--- src/rtl/alu_pkg.sv ---
// Shared definitions for the pipelined ALU: opcode map, flag bit positions
// and the per-opcode mask of which architectural flags an op may update.
package alu_pkg;

  typedef enum logic [2:0] {
    OP_ADD    = 3'b000,
    OP_SUB    = 3'b001,
    OP_XOR    = 3'b010,
    OP_RED    = 3'b011,
    OP_SLL    = 3'b100,
    OP_SRA    = 3'b101,
    OP_ROR    = 3'b110,
    OP_PADDSB = 3'b111
  } alu_op_e;

  localparam int FLG_N = 0;
  localparam int FLG_V = 1;
  localparam int FLG_Z = 2;

  localparam logic [2:0] MASK_NVZ  = 3'b111;
  localparam logic [2:0] MASK_Z    = 3'b100;
  localparam logic [2:0] MASK_NONE = 3'b000;

  // Arithmetic ops own all flags, logic/shift ops only Z, packed ops none.
  function automatic logic [2:0] op_flag_mask(input alu_op_e op);
    case (op)
      OP_ADD, OP_SUB:                 op_flag_mask = MASK_NVZ;
      OP_XOR, OP_SLL, OP_SRA, OP_ROR: op_flag_mask = MASK_Z;
      default:                        op_flag_mask = MASK_NONE;
    endcase
  endfunction

endpackage

--- src/rtl/alu_datapath.sv ---
// Purely combinational ALU core: computes the result, candidate N/V/Z flags
// and the flag update mask for one operation.
module alu_datapath
  import alu_pkg::*;
#(
  parameter int WIDTH  = 16,
  parameter int LANE   = 4,
  parameter bit SAT_EN = 1'b1
) (
  input  alu_op_e          op,
  input  logic [WIDTH-1:0] a,
  input  logic [WIDTH-1:0] b,
  output logic [WIDTH-1:0] result,
  output logic [2:0]       cand_flags,
  output logic [2:0]       mask
);

  localparam int SHW    = $clog2(WIDTH);
  localparam int NBYTES = WIDTH / 8;
  localparam int NLANES = WIDTH / LANE;

  logic [SHW-1:0]   shamt;
  logic [WIDTH-1:0] b_eff;
  logic [WIDTH-1:0] sum;
  logic             arith_ovf;
  logic [WIDTH-1:0] arith_res;
  logic [WIDTH-1:0] red_res;
  logic [WIDTH-1:0] paddsb_res;
  logic [LANE-1:0]  lane_a;
  logic [LANE-1:0]  lane_b;
  logic [LANE-1:0]  lane_s;

  assign shamt = b[SHW-1:0];

  // Signed add/sub sharing one adder; SUB inverts B and injects a carry.
  always_comb begin
    b_eff     = (op == OP_SUB) ? ~b : b;
    sum       = a + b_eff + WIDTH'(op == OP_SUB);
    arith_ovf = (a[WIDTH-1] == b_eff[WIDTH-1]) && (sum[WIDTH-1] != a[WIDTH-1]);
    arith_res = sum;
    if (SAT_EN && arith_ovf) begin
      arith_res = a[WIDTH-1] ? {1'b1, {(WIDTH-1){1'b0}}} : {1'b0, {(WIDTH-1){1'b1}}};
    end
  end

  // Byte reduction: every byte of A and B is a signed 8-bit value.
  always_comb begin
    red_res = '0;
    for (int i = 0; i < NBYTES; i++) begin
      red_res = red_res + {{(WIDTH-8){a[8*i+7]}}, a[8*i +: 8]}
                        + {{(WIDTH-8){b[8*i+7]}}, b[8*i +: 8]};
    end
  end

  // Per-lane signed saturating add with no carry between lanes.
  always_comb begin
    paddsb_res = '0;
    lane_a     = '0;
    lane_b     = '0;
    lane_s     = '0;
    for (int j = 0; j < NLANES; j++) begin
      lane_a = a[j*LANE +: LANE];
      lane_b = b[j*LANE +: LANE];
      lane_s = lane_a + lane_b;
      if ((lane_a[LANE-1] == lane_b[LANE-1]) && (lane_s[LANE-1] != lane_a[LANE-1])) begin
        lane_s = lane_a[LANE-1] ? {1'b1, {(LANE-1){1'b0}}} : {1'b0, {(LANE-1){1'b1}}};
      end
      paddsb_res[j*LANE +: LANE] = lane_s;
    end
  end

  // Select the result for the opcode and derive candidate flags from it.
  always_comb begin
    case (op)
      OP_ADD, OP_SUB: result = arith_res;
      OP_XOR:         result = a ^ b;
      OP_RED:         result = red_res;
      OP_SLL:         result = a << shamt;
      OP_SRA:         result = $unsigned($signed(a) >>> shamt);
      OP_ROR:         result = (a >> shamt) | (a << (WIDTH - int'(shamt)));
      OP_PADDSB:      result = paddsb_res;
      default:        result = '0;
    endcase
    cand_flags        = '0;
    cand_flags[FLG_N] = result[WIDTH-1];
    cand_flags[FLG_V] = ((op == OP_ADD) || (op == OP_SUB)) ? arith_ovf : 1'b0;
    cand_flags[FLG_Z] = (result == '0);
    mask              = op_flag_mask(op);
  end

endmodule

--- src/rtl/alu_pipe.sv ---
// Two-stage valid/ready ALU pipeline with flush and an architectural N/V/Z
// flag register that commits on each output handshake.
module alu_pipe
  import alu_pkg::*;
#(
  parameter int WIDTH  = 16,
  parameter int LANE   = 4,
  parameter bit SAT_EN = 1'b1
) (
  input  logic             clk,
  input  logic             rst_n,
  input  logic             flush,
  input  logic             in_valid,
  output logic             in_ready,
  input  logic [WIDTH-1:0] in_a,
  input  logic [WIDTH-1:0] in_b,
  input  logic [2:0]       in_op,
  output logic             out_valid,
  input  logic             out_ready,
  output logic [WIDTH-1:0] out_result,
  output logic [2:0]       out_flag
);

  logic             s1_valid;
  logic [WIDTH-1:0] s1_a;
  logic [WIDTH-1:0] s1_b;
  alu_op_e          s1_op;
  logic             s2_valid;
  logic [WIDTH-1:0] s2_result;
  logic [2:0]       s2_cand;
  logic [2:0]       s2_mask;
  logic [2:0]       flag_q;
  logic [WIDTH-1:0] dp_result;
  logic [2:0]       dp_cand;
  logic [2:0]       dp_mask;
  logic             s2_free;
  logic             s1_load;
  logic             accept;
  logic             out_fire;

  assign s2_free  = !s2_valid || out_ready;
  assign s1_load  = !s1_valid || s2_free;
  assign in_ready = !flush && s1_load;
  assign accept   = in_valid && in_ready;
  assign out_fire = s2_valid && out_ready;

  alu_datapath #(
    .WIDTH (WIDTH),
    .LANE  (LANE),
    .SAT_EN(SAT_EN)
  ) u_datapath (
    .op        (s1_op),
    .a         (s1_a),
    .b         (s1_b),
    .result    (dp_result),
    .cand_flags(dp_cand),
    .mask      (dp_mask)
  );

  // Stage 1 captures operands on accept; flush kills whatever it holds.
  always_ff @(posedge clk or negedge rst_n) begin
    if (!rst_n) begin
      s1_valid <= 1'b0;
      s1_a     <= '0;
      s1_b     <= '0;
      s1_op    <= OP_ADD;
    end else begin
      if (flush) begin
        s1_valid <= 1'b0;
      end else if (s1_load) begin
        s1_valid <= in_valid;
      end
      if (accept) begin
        s1_a  <= in_a;
        s1_b  <= in_b;
        s1_op <= alu_op_e'(in_op);
      end
    end
  end

  // Stage 2 holds the computed result stable until the consumer takes it.
  always_ff @(posedge clk or negedge rst_n) begin
    if (!rst_n) begin
      s2_valid  <= 1'b0;
      s2_result <= '0;
      s2_cand   <= '0;
      s2_mask   <= '0;
    end else begin
      if (flush) begin
        s2_valid <= 1'b0;
      end else if (s2_free) begin
        s2_valid <= s1_valid;
      end
      if (s2_free && s1_valid) begin
        s2_result <= dp_result;
        s2_cand   <= dp_cand;
        s2_mask   <= dp_mask;
      end
    end
  end

  // Flags commit on the output handshake, even when a flush coincides.
  always_ff @(posedge clk or negedge rst_n) begin
    if (!rst_n) begin
      flag_q <= '0;
    end else if (out_fire) begin
      flag_q <= (flag_q & ~s2_mask) | (s2_cand & s2_mask);
    end
  end

  assign out_valid  = s2_valid;
  assign out_result = s2_result;
  assign out_flag   = flag_q;

endmodule

--- config.mk ---
export PLATFORM = sky130hd
export DESIGN_NAME = alu_pipe
export DESIGN_NICKNAME = d
export VERILOG_FILES = /design/src/rtl/alu_pkg.sv /design/src/rtl/alu_datapath.sv /design/src/rtl/alu_pipe.sv
export SDC_FILE = /design/constraint.sdc
export NUM_CORES = 1
export LEC_CHECK = 0
export ABC_AREA = 1
export CAP_MARGIN = 10
export CELL_PAD_IN_SITES_DETAIL_PLACEMENT = 1
export CELL_PAD_IN_SITES_GLOBAL_PLACEMENT = 2
export CORE_ASPECT_RATIO = 1.1
export CORE_MARGIN = 10
export CORE_UTILIZATION = 33
export CTS_CLUSTER_SIZE = 25
export DETAILED_ROUTE_END_ITERATION = 7
export PLACE_DENSITY = 0.81
export SYNTH_ARGS = -nofsm -noshare
export SYNTH_HDL_FRONTEND = slang
export SYNTH_SLANG_ARGS = --single-unit
--- constraint.sdc ---
create_clock -name clk -period 5 [get_ports clk]
set_input_delay 0.75 -clock clk [delete_from_list [all_inputs] [get_ports clk]]
set_output_delay 0.75 -clock clk [all_outputs]
set_load 0.02 [all_outputs]
After elaboration in Yosys (flattened, before gate mapping)

Index checks and enable logic that the tools add are counted.
Widths: inputs -> output; s select.

Output and inout bits: 21
Flip-flop bits (word level): 62
Logic and storage cells: 86
Input port bits: 40

Bitwise logic cells: 7
Shifts and indexed selects: 4
Equality and inequality tests: 17
$add $sub $neg: 10
Reductions and logical operators: 21
Multiplexer cells: 18

Operators by type and width:

| cell                | count |
|---|---|
| $pmux 16 s7         | 1 |
| $add 16x16->16      | 3 |
| $mux 16             | 3 |
| $mux 4              | 8 |
| $shl 16x32->16      | 1 |
| $add 16x1->16       | 1 |
| $add 4x4->4         | 4 |
| $logic_not 16->1    | 1 |
| $not 16->16         | 1 |
| $or 16x16->16       | 1 |
| $shl 16x4->16       | 1 |
| $shr 16x4->16       | 1 |
| $sshr 16x4->16      | 1 |
| $xor 16x16->16      | 1 |
| $eq 3x3->1 const B  | 4 |
| $add 8x8->9         | 1 |
| $logic_and 1x1->1   | 9 |
| $and 3x3->3         | 2 |
| $eq 3x2->1 const B  | 2 |
| $pmux 3 s2          | 1 |
| $sub 5x4->6 const A | 1 |
| $eq 1x1->1          | 5 |
| $mux 1              | 5 |
| $ne 1x1->1          | 5 |
| other kinds (9)     | 14 |

Logic depth before layout (Yosys ltp)

Depth after elaboration: 9
Mapped depth: 27
Gate-level depth less buffers: 27

Hierarchy

Synthesis repeated with hierarchy kept, for this count alone.

Cell total of the unflattened synthesis: 1240
Area total of the unflattened synthesis: 7708.6 um^2

Modules (own cells, without submodules):

| module       | cells each | times used | sequential area each (um^2) | area each (um^2) |
|---|---|---|---|---|
| alu_datapath | 966        | 1          | 0.0                         | 5143.7 |
| alu_pipe     | 274        | 1          | 1551.5                      | 2565.0 |

Least setup slack after synthesis

Ideal clock, no wire load.

Path type: reg2reg
Start point: register s1_b[1]
End point: register s2_cand[2]
Cell stages (with the launch flop): 27
Setup time: 117 ps
Data required time: 4883 ps
Buffers on the path: 3
Period minus slack after synthesis: 3716 ps
Slack: 1284 ps
Arrival: 3599 ps
Cell sequence: dfrtp_1 buf_4 inv_2 buf_4 buf_2 fa_1 o21ai_0 nand3_1 nand3_1 nand2_1 fa_1 inv_1 ha_1 a21oi_1 nor2_1 nor2_1 o21ai_0 a21oi_1 nand2_1 nand3_1 nor2_1 nand2_1 nor2_1 nand2_1 inv_1 nand3_1 nand2_1

Longest elaborated chain between the ends: 9
Elaborated cells on any way between the ends: 23
Those cells by class: add/sub: 7; eq/ne: 2; shift: 4; mux: 4; bitwise: 3; reduce/logical: 3

RTL lines:

| item                                                   | line               | text |
|---|---|---|
| from (decl)                                            | alu_pipe.sv:26     | `logic [WIDTH-1:0] s1_b;` |
| from (signal assigned)                                 | alu_pipe.sv:75     | `s1_b <= in_b;` |
| branches (longest 7 deep; another with $add 16x16->16) | --                 |  |
| $pmux 16 s7 *                                          | alu_datapath.sv:74 | `case (op)` |
| $logic_not 16->1 *                                     | alu_datapath.sv:87 | `cand_flags[FLG_Z] = (result == '0);` |
| to (signal assigned)                                   | alu_pipe.sv:96     | `s2_cand <= dp_cand;` |
| to (decl)                                              | alu_pipe.sv:30     | `logic [2:0] s2_cand;` |

Mark *: on every way between the ends.
A chain may end at the register's enable or synchronous reset.

Worst setup path in the final report

Start point: register s1_a[0]
End point: register s2_cand[2]

Longest elaborated chain between the ends: 7
Elaborated cells on any way between the ends: 20
Those cells by class: add/sub: 6; eq/ne: 2; shift: 4; mux: 3; bitwise: 2; reduce/logical: 3

RTL lines:

| item                                                   | line               | text |
|---|---|---|
| from (decl)                                            | alu_pipe.sv:25     | `logic [WIDTH-1:0] s1_a;` |
| from (signal assigned)                                 | alu_pipe.sv:74     | `s1_a <= in_a;` |
| branches (longest 5 deep; another with $add 16x16->16) | --                 |  |
| $pmux 16 s7 *                                          | alu_datapath.sv:74 |  |
| $logic_not 16->1 *                                     | alu_datapath.sv:87 |  |

Marks and branches as above.

==> results_dict.tcl <==
set metrics [dict create \
    min_period_ns 4.32 \
    synth_area_um2 7240 \
    tns_ns 0 \
    clock_skew_ns 0.00642 \
    tightest_slew_ns 0.838 \
    cts.path.max_buffers 2 \
    report.power.total_mw 3.97 \
    worst_setup_path_start_kind "register" \
    drv_cap 0 \
    critical_path_buf_inv_count 4 \
    wirelength_mm 32.3 \
    synth.mux.area_fraction 0.0155 \
    drive_gt1_frac 0.0680 \
    p_leak_nw 4.10 \
    synth_top_family_by_area "simple AND/OR/NAND/NOR gates" \
    synth_top_area_frac 0.207 \
    ys_top_cells_by_area "dfrtp_1, nand2_1, nand3_1" \
    syn_avg_cell_area_um2 6.24 \
    ctsHoldBuffers 0 \
    yosys.area_share.simple 0.396 \
    worstPathRequired_ns 5.28 \
    synth_edf_count 0 \
    area_growth_pct 15.4 \
    antenna_found_initial 0 \
    crit_slowest_cell "dfrtp_1" \
    cts_made_buffers 9 \
    nFillCells 2883 \
    antenna_cells 0 \
    syn_nets 1257 \
    synth_commonest_cells "nand2_1, nand3_1, inv_1" \
    grt_max_degree 43 \
    yosysSeqAreaShare 0.207 \
    cts-root-buf "clkbuf_16" \
    utilization 0.390 \
    max_slew_margin 0.441 \
    start_util 0.338 \
    drt_pre_antenna_iters 5 \
    synth_xor_area_frac 0.0389 \
    rows 56 \
    grt_pass1_wl_mm 50.2 \
    period_share 0.864 \
    fin_ws_ns 0.678 \
    arrival_ns 4.60 \
    viasPerCell 5.38 \
    yosys_most_used_dff "dfrtp_1" \
    syn_inst 1161 \
    die_w_um 161 \
    status "complete, no violations" \
    die_area_um2 28300 \
    crit_top_cell "nand2_1" \
    yosys_warnings 0 \
    pre_cts_slack_ns 0.832 \
    cpPeakStageDelay_ns 0.45 \
    die-height_um 175 \
    clkTransAtPathRegs_ns 0.06 \
    synth-async-reset-ratio 1.00 \
    gr-total-overflow 0 \
    synth_cell_type_count 45 \
    wl_per_cell_um 21.6 \
    grt_util_all_layers 0.227 \
    cp_top_family "adder cells" \
    power_density_nw_per_um2 475 \
    yosysTopAreaCell "dfrtp_1" \
    finalHoldViolCount 0 \
    gr-max-usage-layer "met2" \
    h-tree-depth 3 \
    clock-sinks 60 \
    hold_class "input pin to async pin" \
    gp_congestion 0.961 \
    vdd.ir_drop.worst_uv 201 \
    critical_path_class "register to register" \
    coreArea_um2 21400 \
    nets 1298 \
    yosysMostFrequentCell "nand2_1" \
    finalMaxSlewViolations 0 \
    grt_pass1_vias 8309 \
    drcViolationCount 0 \
    antenna_left 0 \
    use_met2 0.385 \
    path_max_fanout 5 \
    port_buffers 60 \
    io_pins 61 \
    finalSetupViolations 0 \
    tritoncts "done" \
    cp-end-kind "register" \
    clkLatencyLatePin_ns 0.34 \
    post-cts-setup-buffer-count 0 \
    max_freq_mhz 231 \
    synth_compound_area_frac 0.141 \
    ys_ff_latch 60 \
    hpwlAfterDp_mm 25.8 \
    synth-adder-area-share 0.112 \
    rsz0062_at_grt "false" \
    vias 8052 \
    met1_usage 0.291 \
    cts_resized 0 \
    grt_util_met3 0.0227 \
    drtIter0Drc 368 \
]
==> cell usage in the layout, fill, tap and decap left out, types with 9 or more instances in the layout <==
cell,count
fa_1,15
ha_1,41
a21oi_1,83
dfrtp_1,60
nand3_1,174
o21ai_0,60
nor2_1,88
nand4_1,13
inv_1,93
xnor2_1,9
clkbuf_16,9
xor2_1,20
nor3_1,11
inv_2,12
nand2_2,9
buf_4,16
o21ai_1,16
mux2_2,10
nand2_1,351
clkdlybuf4s50_1,59
==> cell families (layout without fill, tap and decap cells) <==
logic type                 Yosys count  count (layout)
xor gates and xnor gates            30              30
AOI/OAI and AO/OA                  188             188
and+or+nand+nor                    664             664
buffers and inverters              153             198
muxes                               10              10
DFF                                 60              60
adders and majority gates           56              56
==> cell type report <==
cell class,instances,area (um^2),area share
multi-input cells,948,5100,0.610
flip-flops and latches,60,1500,0.180
repair buffers,76,716,0.0856
inverters,107,404,0.0484
well taps,290,363,0.0434
clock buffers,11,253,0.0302
clock inverters,4,25.0,0.00299
==> metrics by stage <==
stage	cell area [um^2]	cells	hold WS (ns)
after floorplan	7240	1161	0.445
after global placement	8080	1481	0.471
after detailed placement	8080	1481	0.472
after CTS	8360	1496	0.375
after global routing	8360	1496	0.389
final	8360	1496	0.365
==> per-layer routing <==
layer	share of wire	up-vias	routed length, um
met3	0.038	49	1230
li1	-	3916	-
met5	0	-	0
met2	0.48	181	15400
met4	0.033	0	1050
met1	0.45	3906	14600
==> flip-flops by register name, summed over array words and instances (netlist names), named ones only <==
name / cells
out_result: 15
out_valid: 1
s1_a: 16
s1_b: 16
s1_op: 3
s1_valid: 1
s2_cand: 3
s2_mask: 2
==> power breakdown <==
group	switching, mW	internal (mW)	total, mW
Combinational	1.73	0.919	2.65
Sequential	0.133	0.589	0.722
Clock	0.243	0.358	0.601
==> worst paths after layout <==
path	cells after the start	startpoint	end	slack [ns]
max	25	s1_a[0]$_DFFE_PN0P_	s2_cand[2]$_DFFE_PN0P_	0.68
min	1	rst_n	s1_b[5]$_DFFE_PN0P_	0.36
max reg2reg	25	s1_a[0]$_DFFE_PN0P_	s2_cand[2]$_DFFE_PN0P_	0.68
min reg2reg	2	register	register	0.48
max in group asynchronous	2	rst_n	out_result[10]$_DFFE_PN0P_	3.66
min in group clk	2	register	register	0.48
Note: power is estimated with default switching activity, not from simulation.
